[src/rtl/getbits_ctrl.sv]
// Bit-reader front end: serves N-bit requests from the flushbuffer window and consumes them in <=MAX_CHUNK flushes.
// Optional peek (non-consuming) requests via GETBITS_SHOWBITS_EN, which adds the req_peek port.
module getbits_ctrl #(
    parameter int MAX_CHUNK = 16,
    parameter int TIMEOUT   = 1024
) (
    input  logic        clk,
    input  logic        rst,
    input  logic        req_valid,
    input  logic [5:0]  req_n,
`ifdef GETBITS_SHOWBITS_EN
    input  logic        req_peek,
`endif
    output logic        req_ready,
    output logic        rsp_valid,
    output logic [31:0] rsp_data,
    output logic        err,
    output logic        fb_in_valid,
    output logic [31:0] fb_n,
    input  logic        fb_loading,
    input  logic        fb_done,
    input  logic [31:0] fb_ld_bfr
);
    // state  | meaning
    // PRIME  | zero-length flush after reset so the window fills
    // IDLE   | ready for a request
    // ISSUE  | flush command to flushbuffer
    // WSTART | waiting for flushbuffer to start loading
    // WDONE  | waiting for done with loading low, then one cycle to act
    // RESP   | response pulse
    typedef enum logic [2:0] {PRIME, IDLE, ISSUE, WSTART, WDONE, RESP} state_t;

    localparam int TW = (TIMEOUT > 1) ? $clog2(TIMEOUT + 1) : 1;

    state_t        state_q, state_d;
    logic [5:0]    n_left_q;
    logic [31:0]   acc_q;
    logic [TW-1:0] timer_q;
    logic          err_q;
    logic [31:0]   fb_n_q;
    logic          priming_q;
    logic          done_seen_q;

    logic          peek_in;
    logic [5:0]    n_req;
    logic [5:0]    chunk_first;
    logic [5:0]    chunk_next;
    logic          accept;
    logic          finish;
    logic          timeout_hit;

`ifdef GETBITS_SHOWBITS_EN
    assign peek_in = req_peek;
`else
    assign peek_in = 1'b0;
`endif

    assign n_req       = (req_n > 6'd32) ? 6'd32 : req_n;
    assign chunk_first = (n_req > 6'(MAX_CHUNK)) ? 6'(MAX_CHUNK) : n_req;
    assign chunk_next  = (n_left_q > 6'(MAX_CHUNK)) ? 6'(MAX_CHUNK) : n_left_q;
    assign err         = err_q;
    assign fb_n        = fb_n_q;

    // Top k bits of the window, right-justified; k=32 returns the whole word.
    function automatic logic [31:0] top_bits(input logic [31:0] w, input logic [5:0] k);
        if (k == 6'd0) return 32'd0;
        return w >> (6'd32 - k);
    endfunction

    always_comb begin
        state_d     = state_q;
        req_ready   = 1'b0;
        rsp_valid   = 1'b0;
        rsp_data    = 32'd0;
        fb_in_valid = 1'b0;
        accept      = 1'b0;
        finish      = 1'b0;
        timeout_hit = 1'b0;
        // Outputs stay quiet while rst is held, so priming pulses once after release.
        if (!rst) begin
            case (state_q)
                PRIME: begin
                    fb_in_valid = 1'b1;
                    state_d     = WSTART;
                end
                IDLE: begin
                    req_ready = 1'b1;
                    if (req_valid) begin
                        accept  = 1'b1;
                        state_d = (n_req == 6'd0 || peek_in) ? RESP : ISSUE;
                    end
                end
                ISSUE: begin
                    fb_in_valid = 1'b1;
                    state_d     = WSTART;
                end
                WSTART, WDONE: begin
                    if (TIMEOUT != 0 && timer_q == TW'(1)) begin
                        timeout_hit = 1'b1;
                        state_d     = IDLE;
                    end else if (state_q == WSTART) begin
                        if (fb_loading) state_d = WDONE;
                    end else if (done_seen_q) begin
                        finish  = 1'b1;
                        state_d = (n_left_q != 6'd0) ? ISSUE : (priming_q ? IDLE : RESP);
                    end
                end
                RESP: begin
                    rsp_valid = 1'b1;
                    rsp_data  = acc_q;
                    state_d   = IDLE;
                end
                default: state_d = PRIME;
            endcase
        end
    end

    always_ff @(posedge clk) begin
        if (rst) begin
            state_q     <= PRIME;
            n_left_q    <= 6'd0;
            acc_q       <= 32'd0;
            timer_q     <= '0;
            err_q       <= 1'b0;
            fb_n_q      <= 32'd0;
            priming_q   <= 1'b1;
            done_seen_q <= 1'b0;
        end else begin
            state_q <= state_d;
            case (state_q)
                PRIME, ISSUE: begin
                    timer_q     <= TW'(TIMEOUT);
                    done_seen_q <= 1'b0;
                end
                IDLE: begin
                    if (accept) begin
                        if (peek_in) begin
                            acc_q    <= top_bits(fb_ld_bfr, n_req);
                            n_left_q <= 6'd0;
                        end else begin
                            acc_q    <= top_bits(fb_ld_bfr, chunk_first);
                            n_left_q <= n_req - chunk_first;
                            if (n_req != 6'd0) fb_n_q <= 32'(chunk_first);
                        end
                    end
                end
                WSTART, WDONE: begin
                    if (timer_q != '0) timer_q <= timer_q - TW'(1);
                    if (timeout_hit) begin
                        err_q       <= 1'b1;
                        priming_q   <= 1'b0;
                        done_seen_q <= 1'b0;
                    end else if (state_q == WDONE) begin
                        if (fb_done && !fb_loading) done_seen_q <= 1'b1;
                        if (finish) begin
                            done_seen_q <= 1'b0;
                            if (n_left_q != 6'd0) begin
                                acc_q    <= (acc_q << chunk_next) | top_bits(fb_ld_bfr, chunk_next);
                                n_left_q <= n_left_q - chunk_next;
                                fb_n_q   <= 32'(chunk_next);
                            end else begin
                                priming_q <= 1'b0;
                            end
                        end
                    end
                end
                default: ;
            endcase
        end
    end
endmodule

[config.mk]
export PLATFORM = sky130hd
export DESIGN_NAME = getbits_ctrl
export DESIGN_NICKNAME = d
export VERILOG_FILES = /design/src/rtl/getbits_ctrl.sv
export SDC_FILE = /design/constraint.sdc
export NUM_CORES = 1
export LEC_CHECK = 0
export ABC_CLOCK_PERIOD_IN_PS = 5920
export CORE_MARGIN = 1.5
export CORE_UTILIZATION = 50
export CTS_CLUSTER_SIZE = 12
export DETAILED_ROUTE_END_ITERATION = 6
export PLACE_DENSITY = 0.75
export SETUP_SLACK_MARGIN = 0.3
export SLEW_MARGIN = 20
export SYNTH_ARGS = -nofsm -noshare
export SYNTH_HDL_FRONTEND = slang
export SYNTH_SLANG_ARGS = --single-unit
[constraint.sdc]
create_clock -name clk -period 5.92 [get_ports clk]
set_input_delay 1.184 -clock clk [delete_from_list [all_inputs] [get_ports clk]]
set_output_delay 1.184 -clock clk [all_outputs]
set_load 0.05 [all_outputs]
==> metrics.csv, run 1 <==
stage,metric,value,unit
drt,drc,2,
placed_design,place.gp.congestion,1.05,
finish,fillers,1627,
timing,period_share,0.850,
clocking,clock-sinks,61,
setup_path,crit_path_end_kind,flop,
setup_path,path_common_cell,o211ai_1,
drt,avgViaCountPerCell,6.99,
die,die_area,0.0180,mm²
logic_synthesis,synth_commonest_cells,"136 x nor2_1, 103 x nand2_1, 102 x mux2i_1",
logic_synthesis,synth_area_leaders,"dfxtp_1 14%, mux2i_1 12%, nor2_1 5.9%, mux2_2 5.8%, nand2_1 4.5%",
drt,wirelength,35900,µm
clocking,cts_tree,done,
die,ioPinCount,111,
timing,fin_ws,0.890,ns
clocking,cts_setup_buffers,0,
finish,multiInputGateArea,0.00675,mm²
timing,grt_setup_unrepaired,false,
drt,antenna_left,0,
global_routing,grt_pass1_vias,9122,
pwr,net-switching-power,1.50,mW
placed_design,pre_cts_ws,0.639,ns
logic_synthesis,ys.flop_type,dfxtp_1,
logic_synthesis,yosysTopAreaCell,dfxtp_1,
global_routing,grt.total_usage,0.394,
clocking,clock_latency,0.35,ns
finish,fin_nets,1253,
pwr,intPower,1.41,mW
pwr,combPwrFrac,0.607,
pwr,p_clk_frac,0.180,
setup_path,start_kind,primary input,
finish,seqCellArea,0.00122,mm²
setup_path,cp_num_buf_inv,3,
finish,area_growth,11.9,%
timing,min_period,5.03,ns
clocking,htreeDepth,3,
clocking,cts_root_buffer,clkbuf_16,
logic_synthesis,synth_seq_cells,61,
timing,finClkSkew,0.0143,ns
global_routing,antenna_found_initial,0,
timing,slew_headroom,0.261,
die,row_count,47,
die,die_x,134,µm
setup_path,startpoint,req_n[5],
logic_synthesis,yosysWarnings,0,
timing,fmax,199,MHz
drt,wl_met1,14900,µm
clocking,cts-buffers-inserted,9,
run,drv_cap,0,
outcome,violations,design-rule violations,
setup_path,crit_fanout,24,
finish,drive_gt1_frac,0.109,
logic_synthesis,syn_area,0.00861,mm²
logic_synthesis,ys_seq_area_frac,0.142,
setup_path,cp_data_arrival_time,5.25,ns
pwr,power_per_cell_area,303,mW/mm²
logic_synthesis,yosysMostFrequentCell,nor2_1,
timing,tns,0,ns
clocking,ctsLongestPathBuffers,2,
drt,wl_per_cell,25.1,µm
outcome,status,"complete, but fails checks",
drt,dr.pass1.iters,7,
setup_path,cp_cell_sequence,clkdlybuf4s50_1 > or2_2 > inv_1 > nand2_1 > ha_2 > buf_4 > mux2_2 > o211ai_1 > a21oi_1 > a2111oi_0 > o211ai_1 > o221a_1,
setup_path,max_stage_delay,0.53,ns
setup_path,slowest_stage,ha_2,
setup_path,crit_required,6.14,ns
logic_synthesis,async_flop_share,0,
die,die_h,134,µm
clocking,postCtsHoldBufs,0,
clocking,clk_pin_slew,0.06,ns
timing,setup_viol,0,
setup_path,r2r_start,n_left_q[4],
placed_design,io_buffers,84,
timing,drv_slew,0,
logic_synthesis,syn_inst,1196,
die,initial_core_util,0.516,
placed_design,dp_hpwl,26600,µm
global_routing,grt_pass1_wl,55000,µm
pwr,p_leak,3.54,nW
pwr,vdd_drop_max,0.000355,V
drt,wl_met3,4160,µm
worst_hold_path,min-delay-start,priming_q,
setup_path,worst-setup-path-type,primary input to flop,
finish,antennaDiodeCount,0,
pwr,seqPwrFrac,0.213,
clocking,post_cts_resized,0,
logic_synthesis,synthDistinctLibCells,84,
finish,postLayoutCellArea,0.00964,mm²
drt,drt-initial-drc-count,1443,
drt,top_layer_used,met4,
logic_synthesis,syn_area_per_cell,7.20,µm²
drt,wl_met2,15100,µm
placed_design,dp_cells,1412,
finish,fin_cells,1428,
worst_hold_path,holdCritPathClass,flop to flop,
logic_synthesis,synth_edf_count,0,
timing,worst_pin_slew,1.09,ns
placed_design,placed_area,0.00934,mm²
global_routing,grt_max_degree,58,
drt,vias,9975,
logic_synthesis,yosys.area.top_type_share,0.142,
die,fp.coreArea,0.0167,mm²
timing,finalHoldViolCount,0,
setup_path,crit_family,compound AO/OA/AOI/OAI gates,
global_routing,overflow,0,
pwr,switching_share,0.516,
==> layer usage <==
layer | global-route usage | vias to the layer above
met4 | 0.167 | 0
li1 | - | 4463
met3 | 0.0956 | 139
met5 | 0 | -
met1 | 0.543 | 4685
met2 | 0.585 | 688
==> placed cells by master, fill, tap and decap left out, types with 13 or more instances in the layout <==
master           instances
mux2i_1                102
dfxtp_1                 60
nor3_1                  38
nand3_1                 18
buf_4                   28
mux2_2                  44
conb_1                  28
a211oi_1                37
nand2_1                103
a311oi_1                14
a21oi_1                 76
nor4_1                  14
clkdlybuf4s50_1         83
o21ai_0                 58
o22ai_1                 36
and2_1                  38
nor2b_1                 19
o211ai_1                13
nor2_1                 135
a31oi_1                 16
==> registers in the layout, indices dropped and copies added, names as in the netlist <==
name	flops
done_seen_q	1
priming_q	1
timer_q	11
n_left_q	6
fb_n	6
acc_q	32
state_q	3
err	1
==> layout make-up <==
class,instances,share of cell area
clock buffer,11,0.0262
clock inverter,5,0.00428
inverter,14,0.00545
multi-input combinational,1005,0.700
sequential,61,0.127
tap,220,0.0286
timing repair buffer,112,0.109
==> kinds of logic after synthesis <==
family                   count (synthesis)  share of synthesized area
flip-flops                              61                      0.142
AND/OR/NAND/NOR                        437                      0.250
XOR/XNOR                                13                     0.0132
buffers and inverters                  156                     0.0898
other                                    2                   0.000872
adder cells (fa/ha/maj)                  7                     0.0102
AO/OA/AOI/OAI                          364                      0.292
multiplexers                           156                      0.202
==> through the flow <==
| stage | power, mW | util | hold slack [ns] |
|---|---|---|---|
| finish | 2.92 | 0.577 | 0.468 |
| global route | 3.07 | 0.577 | 0.499 |
| CTS | 2.86 | 0.577 | 0.477 |
| detailed placement | 2.33 | 0.559 | 0.462 |
| global placement | 2.32 | 0.559 | 0.457 |
| floorplan | 1.85 | - | 0.427 |
==> power by group through the flow <==
| stage | registers [mW] | clock network (mW) | logic (mW) |
|---|---|---|---|
| 6_report | 0.621 | 0.524 | 1.77 |
| 2_1_floorplan | 0.572 | 0 | 1.27 |
| 3_5_place_dp | 0.622 | 0 | 1.71 |
| 5_1_grt | 0.633 | 0.545 | 1.89 |
| 4_1_cts | 0.614 | 0.529 | 1.72 |
| 3_3_place_gp | 0.620 | 0 | 1.70 |
==> worst paths after layout <==
check              endpoint  slack [ns]  depth (start not counted)
setup reg to reg  acc_q[23]        1.57                         11
hold reg to reg   priming_q        0.47                          1
hold / removal    priming_q        0.47                          1
setup / recovery   acc_q[6]        0.89                         12
==> worst register-to-register path: stages, from the launching register on <==
cell       delay [ns]
dfxtp_1          0.42
buf_4            0.26
nor3b_2          0.27
inv_2            0.06
ha_1             0.64
buf_4            0.37
a211oi_1         0.29
a2111oi_0        0.12
a311oi_1         0.59
nor2_1           0.15
a2111oi_0        0.82
a311oi_1         0.19
Power figures use the tool's default switching activity.
==> run 2, diff against run 1 <==
- ABC_CLOCK_PERIOD_IN_PS: 5920 -> 4100
- PLACE_DENSITY: 0.75 -> 0.78
- clock period: 5.92 -> 4.1 ns (I/O delays scaled with it)
==> metrics.csv, run 2 (synthesis results as in run 1) <==
stage,metric,value,unit,change
outcome,status,"finished, final reports clean",,"was complete, but fails checks"
setup_path,start_kind,primary input,,unchanged
die,row_count,47,,unchanged
timing,setup_viol,0,,unchanged
finish,top_regs,"acc_q: 32 flops, timer_q: 11 flops",,unchanged
pwr,vdd_drop_max,0.000404,V,was 0.000355 V
setup_path,max_stage_delay,0.52,ns,was 0.53 ns
setup_path,r2r_start,n_left_q[5],,was n_left_q[4]
finish,largest_reg_flops,32,,unchanged
clocking,clock-sinks,61,,unchanged
setup_path,crit_required,4.31,ns,was 6.14 ns
setup_path,slowest_stage,or3b_2,,was ha_2
setup_path,crit_family,multiplexers,,was compound AO/OA/AOI/OAI gates
finish,area_growth,18.1,%,was 11.9%
global_routing,use_met1,0.547,,was 0.543
drt,avgViaCountPerCell,6.94,,was 6.99
timing,finalHoldViolCount,0,,unchanged
finish,antennaDiodeCount,0,,unchanged
clocking,cts-buffers-inserted,9,,unchanged
clocking,clock_latency,0.34,ns,was 0.35 ns
drt,drt-initial-drc-count,1625,,was 1443
drt,antenna_left,0,,unchanged
finish,drive_gt1_frac,0.182,,was 0.109
finish,largest-register,acc_q,,unchanged
worst_hold_path,holdCritPathClass,flop to flop,,unchanged
drt,drc,0,,was 2
timing,period_share,0.883,,
global_routing,met2_usage,0.589,,was 0.585
global_routing,use_met3,0.0945,,was 0.0956
setup_path,crit_fanout,12,,was 24
worst_hold_path,min-delay-start,fb_n[4],,was priming_q
clocking,ctsLongestPathBuffers,2,,unchanged
drt,vias,10300,,was 9975
die,initial_core_util,0.516,,unchanged
global_routing,overflow,0,,unchanged
placed_design,place.gp.congestion,1.08,,was 1.05
clocking,clk_pin_slew,0.06,ns,about the same
timing,drv_slew,0,,unchanged
drt,wl_per_cell,24.1,µm,was 25.1 µm
global_routing,grt_max_degree,58,,unchanged
setup_path,worst-setup-path-type,primary input to flop,,unchanged
global_routing,grt_pass1_vias,9211,,was 9122
finish,postLayoutCellArea,0.0102,mm²,was 0.00964 mm²
placed_design,dp_hpwl,26800,µm,was 26600 µm
pwr,power_per_cell_area,434,mW/mm²,was 303 mW/mm²
clocking,htreeDepth,3,,unchanged
setup_path,cp_data_arrival_time,3.83,ns,was 5.25 ns
die,die_x,134,µm,unchanged
die,die_h,134,µm,unchanged
clocking,postCtsHoldBufs,0,,unchanged
run,drv_cap,0,,unchanged
setup_path,path_common_cell,mux2i_1,,was o211ai_1
pwr,total_power,4.42,mW,was 2.92 mW
finish,post-route-util,0.609,,was 0.577
setup_path,cp_num_buf_inv,2,,was 3
drt,dr.pass1.iters,6,,was 7
finish,mostFrequentLayoutCell,nor2_1,,unchanged
setup_path,startpoint,req_n[4],,was req_n[5]
die,fp.coreArea,0.0167,mm²,unchanged
finish,fin_nets,1312,,was 1253
pwr,p_leak,3.92,nW,was 3.54 nW
finish,final_cell_mix,"132 x nor2_1, 106 x buf_4, 101 x nand2_1",,"was 135 x nor2_1, 103 x nand2_1, 102 x mux2i_1"
global_routing,antenna_found_initial,0,,unchanged
clocking,cts_root_buffer,clkbuf_16,,unchanged
timing,fmax,276,MHz,
timing,min_period,3.62,ns,
placed_design,placed_area,0.00978,mm²,was 0.00934 mm²
global_routing,gr-max-usage-layer,met2,,unchanged
clocking,cts_tree,done,,unchanged
timing,grt_setup_unrepaired,false,,unchanged
timing,finClkSkew,0.0120,ns,was 0.0143 ns
setup_path,cp_cell_sequence,clkdlybuf4s50_1 > or3b_2 > ha_4 > buf_12 > mux2_2 > mux2i_1 > mux2i_1 > mux2i_2 > o22ai_1 > nor4_1 > nor3_1,,was clkdlybuf4s50_1 > or2_2 > inv_1 > nand2_1 > ha_2 > buf_4 > mux2_2 > o211ai_1 > a21oi_1 > a2111oi_0 > o211ai_1 > o221a_1
die,die_area,0.0180,mm²,unchanged
drt,wirelength,35800,µm,was 35900 µm
setup_path,crit_path_end_kind,flop,,unchanged
placed_design,io_buffers,84,,unchanged
timing,worst_pin_slew,1.00,ns,was 1.09 ns
timing,slew_headroom,0.333,,was 0.261
global_routing,grt.total_usage,0.394,,about the same
finish,fillers,1604,,was 1627
die,ioPinCount,111,,unchanged
global_routing,grt_pass1_wl,55300,µm,was 55000 µm
==> run 2: final cells by class <==
class                      count  area (µm²)  area share
clock buffer                   9         225      0.0221
clock inverter                 7        78.8     0.00775
inverter                      14        52.6     0.00517
multi-input combinational   1005        6830       0.672
sequential                    61        1220       0.120
tap                          220         275      0.0271
timing repair buffer         171        1480       0.146
==> run 2: worst paths after layout <==
path / cells after the start / slack (ns) / end
min reg2reg: 2 / 0.47 / fb_n[4]
min: 2 / 0.47 / fb_n[4]
max: 11 / 0.48 / acc_q[0]
max reg2reg: 11 / 0.49 / acc_q[10]
==> run 2: per-stage QoR <==
stage	hold WS, ns	instances	worst slack [ns]	TNS [ns]
after global routing	0.504	1487	0.293	0
after global placement	0.448	1469	0.0116	0
after CTS	0.477	1485	0.307	0
after floorplan	0.427	1222	0.300	0
final	0.475	1487	0.479	0
after detailed placement	0.465	1469	-0.0487	-0.0487
==> run 2: tightest hold or removal path, stage by stage, from the launching register on <==
cell,delay (ns)
dfxtp_1,0.31
nand2b_1,0.06
a21oi_1,0.05
==> run 2: power breakdown <==
part	internal, mW	switching, mW	total (mW)
Combinational	1.01	1.71	2.72
Sequential	0.705	0.194	0.899
Clock	0.478	0.320	0.798
==> run 2: what timing repair did <==
action	CTS	global route
buffers inserted	0	2
resized for setup	0	16
endpoints found under the setup margin	0	10
==> run 2: metal layers <==
metal | up-vias | wire length, µm | part of all wire
li1 | 4581 | - | -
met1 | 4834 | 14400 | 0.40
met2 | 777 | 15200 | 0.42
met3 | 128 | 4680 | 0.13
met4 | 0 | 1530 | 0.043
met5 | - | 0 | 0
==> run 3, diff against run 2 <==
- PLACE_DENSITY: 0.78 -> 0.76
==> metrics.csv, run 3 (synthesis results as in run 1) <==
stage,metric,value,unit,change
finish,largest_reg_flops,32,,unchanged
finish,mostFrequentLayoutCell,nor2_1,,unchanged
drt,wirelength,36000,µm,was 35800 µm
die,die_area,0.0180,mm²,unchanged
clocking,cts-buffers-inserted,9,,unchanged
clocking,cts_root_buffer,clkbuf_16,,unchanged
run,drv_cap,0,,unchanged
pwr,power_per_cell_area,438,mW/mm²,was 434 mW/mm²
setup_path,slowest_stage,or3b_2,,unchanged
worst_hold_path,holdCritPathClass,flop to flop,,unchanged
pwr,vdd_drop_max,0.000416,V,was 0.000404 V
global_routing,grt.total_usage,0.393,,was 0.394
drt,wl_per_cell,24.3,µm,was 24.1 µm
finish,seqCellArea,0.00122,mm²,unchanged
global_routing,overflow,0,,unchanged
die,die_x,134,µm,unchanged
placed_design,place.gp.congestion,1.10,,was 1.08
clocking,clock-sinks,61,,unchanged
timing,finalHoldViolCount,0,,unchanged
timing,worst_pin_slew,0.902,ns,was 1.00 ns
drt,drt-initial-drc-count,1535,,was 1625
timing,tns,0,ns,unchanged
drt,dr.pass1.iters,7,,was 6
drt,drc,29,,was 0
finish,largest-register,acc_q,,unchanged
timing,setup_viol,0,,unchanged
timing,drv_slew,0,,unchanged
setup_path,max_stage_delay,0.54,ns,was 0.52 ns
clocking,clk_pin_slew,0.06,ns,about the same
finish,fin_nets,1305,,was 1312
setup_path,cp_data_arrival_time,3.90,ns,was 3.83 ns
die,fp.coreArea,0.0167,mm²,unchanged
pwr,total_power,4.40,mW,was 4.42 mW
finish,fillers,1595,,was 1604
clocking,clock_latency,0.34,ns,about the same
global_routing,grt_pass1_vias,9403,,was 9211
setup_path,crit_required,4.30,ns,was 4.31 ns
setup_path,worst-setup-path-type,primary input to flop,,unchanged
finish,antennaDiodeCount,0,,unchanged
timing,min_period,3.70,ns,was 3.62 ns
drt,avgViaCountPerCell,6.97,,was 6.94
timing,grt_setup_unrepaired,true,,was false
setup_path,cp_cell_sequence,clkdlybuf4s50_1 > or3b_2 > ha_4 > mux2_2 > mux2i_1 > mux2i_1 > o21ai_0 > nor2_1 > a2111oi_0 > a211oi_1,,was clkdlybuf4s50_1 > or3b_2 > ha_4 > buf_12 > mux2_2 > mux2i_1 > mux2i_1 > mux2i_2 > o22ai_1 > nor4_1 > nor3_1
pwr,switching_share,0.509,,was 0.504
die,die_h,134,µm,unchanged
outcome,violations,design-rule violations,,
global_routing,grt_pass1_wl,55300,µm,about the same
finish,drive_gt1_frac,0.173,,was 0.182
finish,multiInputGateArea,0.00679,mm²,was 0.00683 mm²
drt,vias,10300,,about the same
clocking,cts_tree,done,,unchanged
placed_design,io_buffers,84,,unchanged
timing,fmax,270,MHz,was 276 MHz
die,ioPinCount,111,,unchanged
pwr,p_clk_frac,0.184,,was 0.181
finish,final_cell_mix,"132 x nor2_1, 103 x buf_4, 102 x mux2i_1",,"was 132 x nor2_1, 106 x buf_4, 101 x nand2_1"
setup_path,crit_path_end_kind,flop,,unchanged
timing,slew_headroom,0.390,,was 0.333
outcome,status,"complete, but fails checks",,"was finished, final reports clean"
pwr,intPower,2.16,mW,was 2.19 mW
die,row_count,47,,unchanged
setup_path,start_kind,primary input,,unchanged
pwr,combPwrFrac,0.613,,was 0.616
setup_path,crit_fanout,6,,was 12
drt,antenna_left,0,,unchanged
global_routing,grt_max_degree,50,,was 58
timing,period_share,0.903,,was 0.883
die,initial_core_util,0.516,,unchanged
pwr,p_leak,3.87,nW,was 3.92 nW
clocking,postCtsHoldBufs,0,,unchanged
finish,top_regs,"acc_q: 32 flops, timer_q: 11 flops",,unchanged
finish,area_growth,16.4,%,was 18.1%
clocking,ctsLongestPathBuffers,2,,unchanged
pwr,seqPwrFrac,0.204,,about the same
setup_path,r2r_setup_slack,0.42,ns,was 0.49 ns
pwr,net-switching-power,2.24,mW,was 2.23 mW
clocking,htreeDepth,3,,unchanged
setup_path,path_common_cell,mux2i_1,,unchanged
global_routing,antenna_found_initial,0,,unchanged
timing,finClkSkew,0.00531,ns,was 0.0120 ns
placed_design,dp_hpwl,26300,µm,was 26800 µm
==> run 3: cell types whose count changed in the layout (fill, tap and decap cells not counted), moves of 2 or more <==
| cell | delta |
|---|---|
| a2111oi_2 | -2 |
| buf_12 | -3 |
| buf_4 | -3 |
| buf_6 | -2 |
| mux2i_1 | +3 |
| mux2i_4 | -2 |
==> run 3: worst paths after layout <==
path	from	end	cells after the start
worst max-delay path	req_n[5]	acc_q[4]	10
worst min-delay path	fb_n[5]	fb_n[5]	1
worst max register to register	n_left_q[0]	acc_q[16]	12
worst min register to register	fb_n[5]	fb_n[5]	1
==> run 3: final cells by class <==
| cell class | count | area share |
|---|---|---|
| multi-input combinational | 1005 | 0.677 |
| timing repair buffer | 164 | 0.138 |
| sequential | 61 | 0.122 |
| tap | 220 | 0.0274 |
| clock buffer | 9 | 0.0225 |
| clock inverter | 7 | 0.00811 |
| inverter | 14 | 0.00524 |
==> run 3: layer usage <==
| metal | routed length (µm) | global-route usage | vias to the layer above |
|---|---|---|---|
| met5 | 0 | 0 | - |
| met1 | 14100 | 0.529 | 4748 |
| li1 | - | - | 4581 |
| met2 | 14900 | 0.576 | 812 |
| met3 | 5090 | 0.123 | 170 |
| met4 | 1870 | 0.168 | 0 |
==> run 3: per-stage QoR <==
step	setup WS (ns)	area, µm²	instances	hold WS [ns]	util
3_5_place_dp	0.0100	9700	1463	0.460	0.581
6_report	0.397	10000	1480	0.475	0.601
2_1_floorplan	0.300	8770	1222	0.427	-
3_3_place_gp	0.0921	9700	1463	0.458	0.581
4_1_cts	0.337	10000	1479	0.477	0.599
5_1_grt	0.282	10000	1480	0.495	0.601
==> run 3: repair_timing <==
item / 4_1_cts / 5_1_grt
resized for setup: 0 / 5
endpoints found under the setup margin: 0 / 10
buffers inserted: 0 / 1
==> run 3: power groups by stage <==
stage	Sequential, mW	Combinational [mW]	Clock, mW
CTS	0.883	2.58	0.804
floorplan	0.826	1.85	0
global route	0.911	2.85	0.836
detailed placement	0.896	2.56	0
finish	0.895	2.70	0.808
global placement	0.891	2.54	0
==> run 3: worst max-delay path, delay by kind of cell <==
family	cells	cell delay, ns
multiplexers	3	0.84
adder cells (fa/ha/maj)	1	0.35
AO/OA/AOI/OAI	3	0.83
AND/OR/NAND/NOR	2	0.62
buffers and inverters	1	0.45
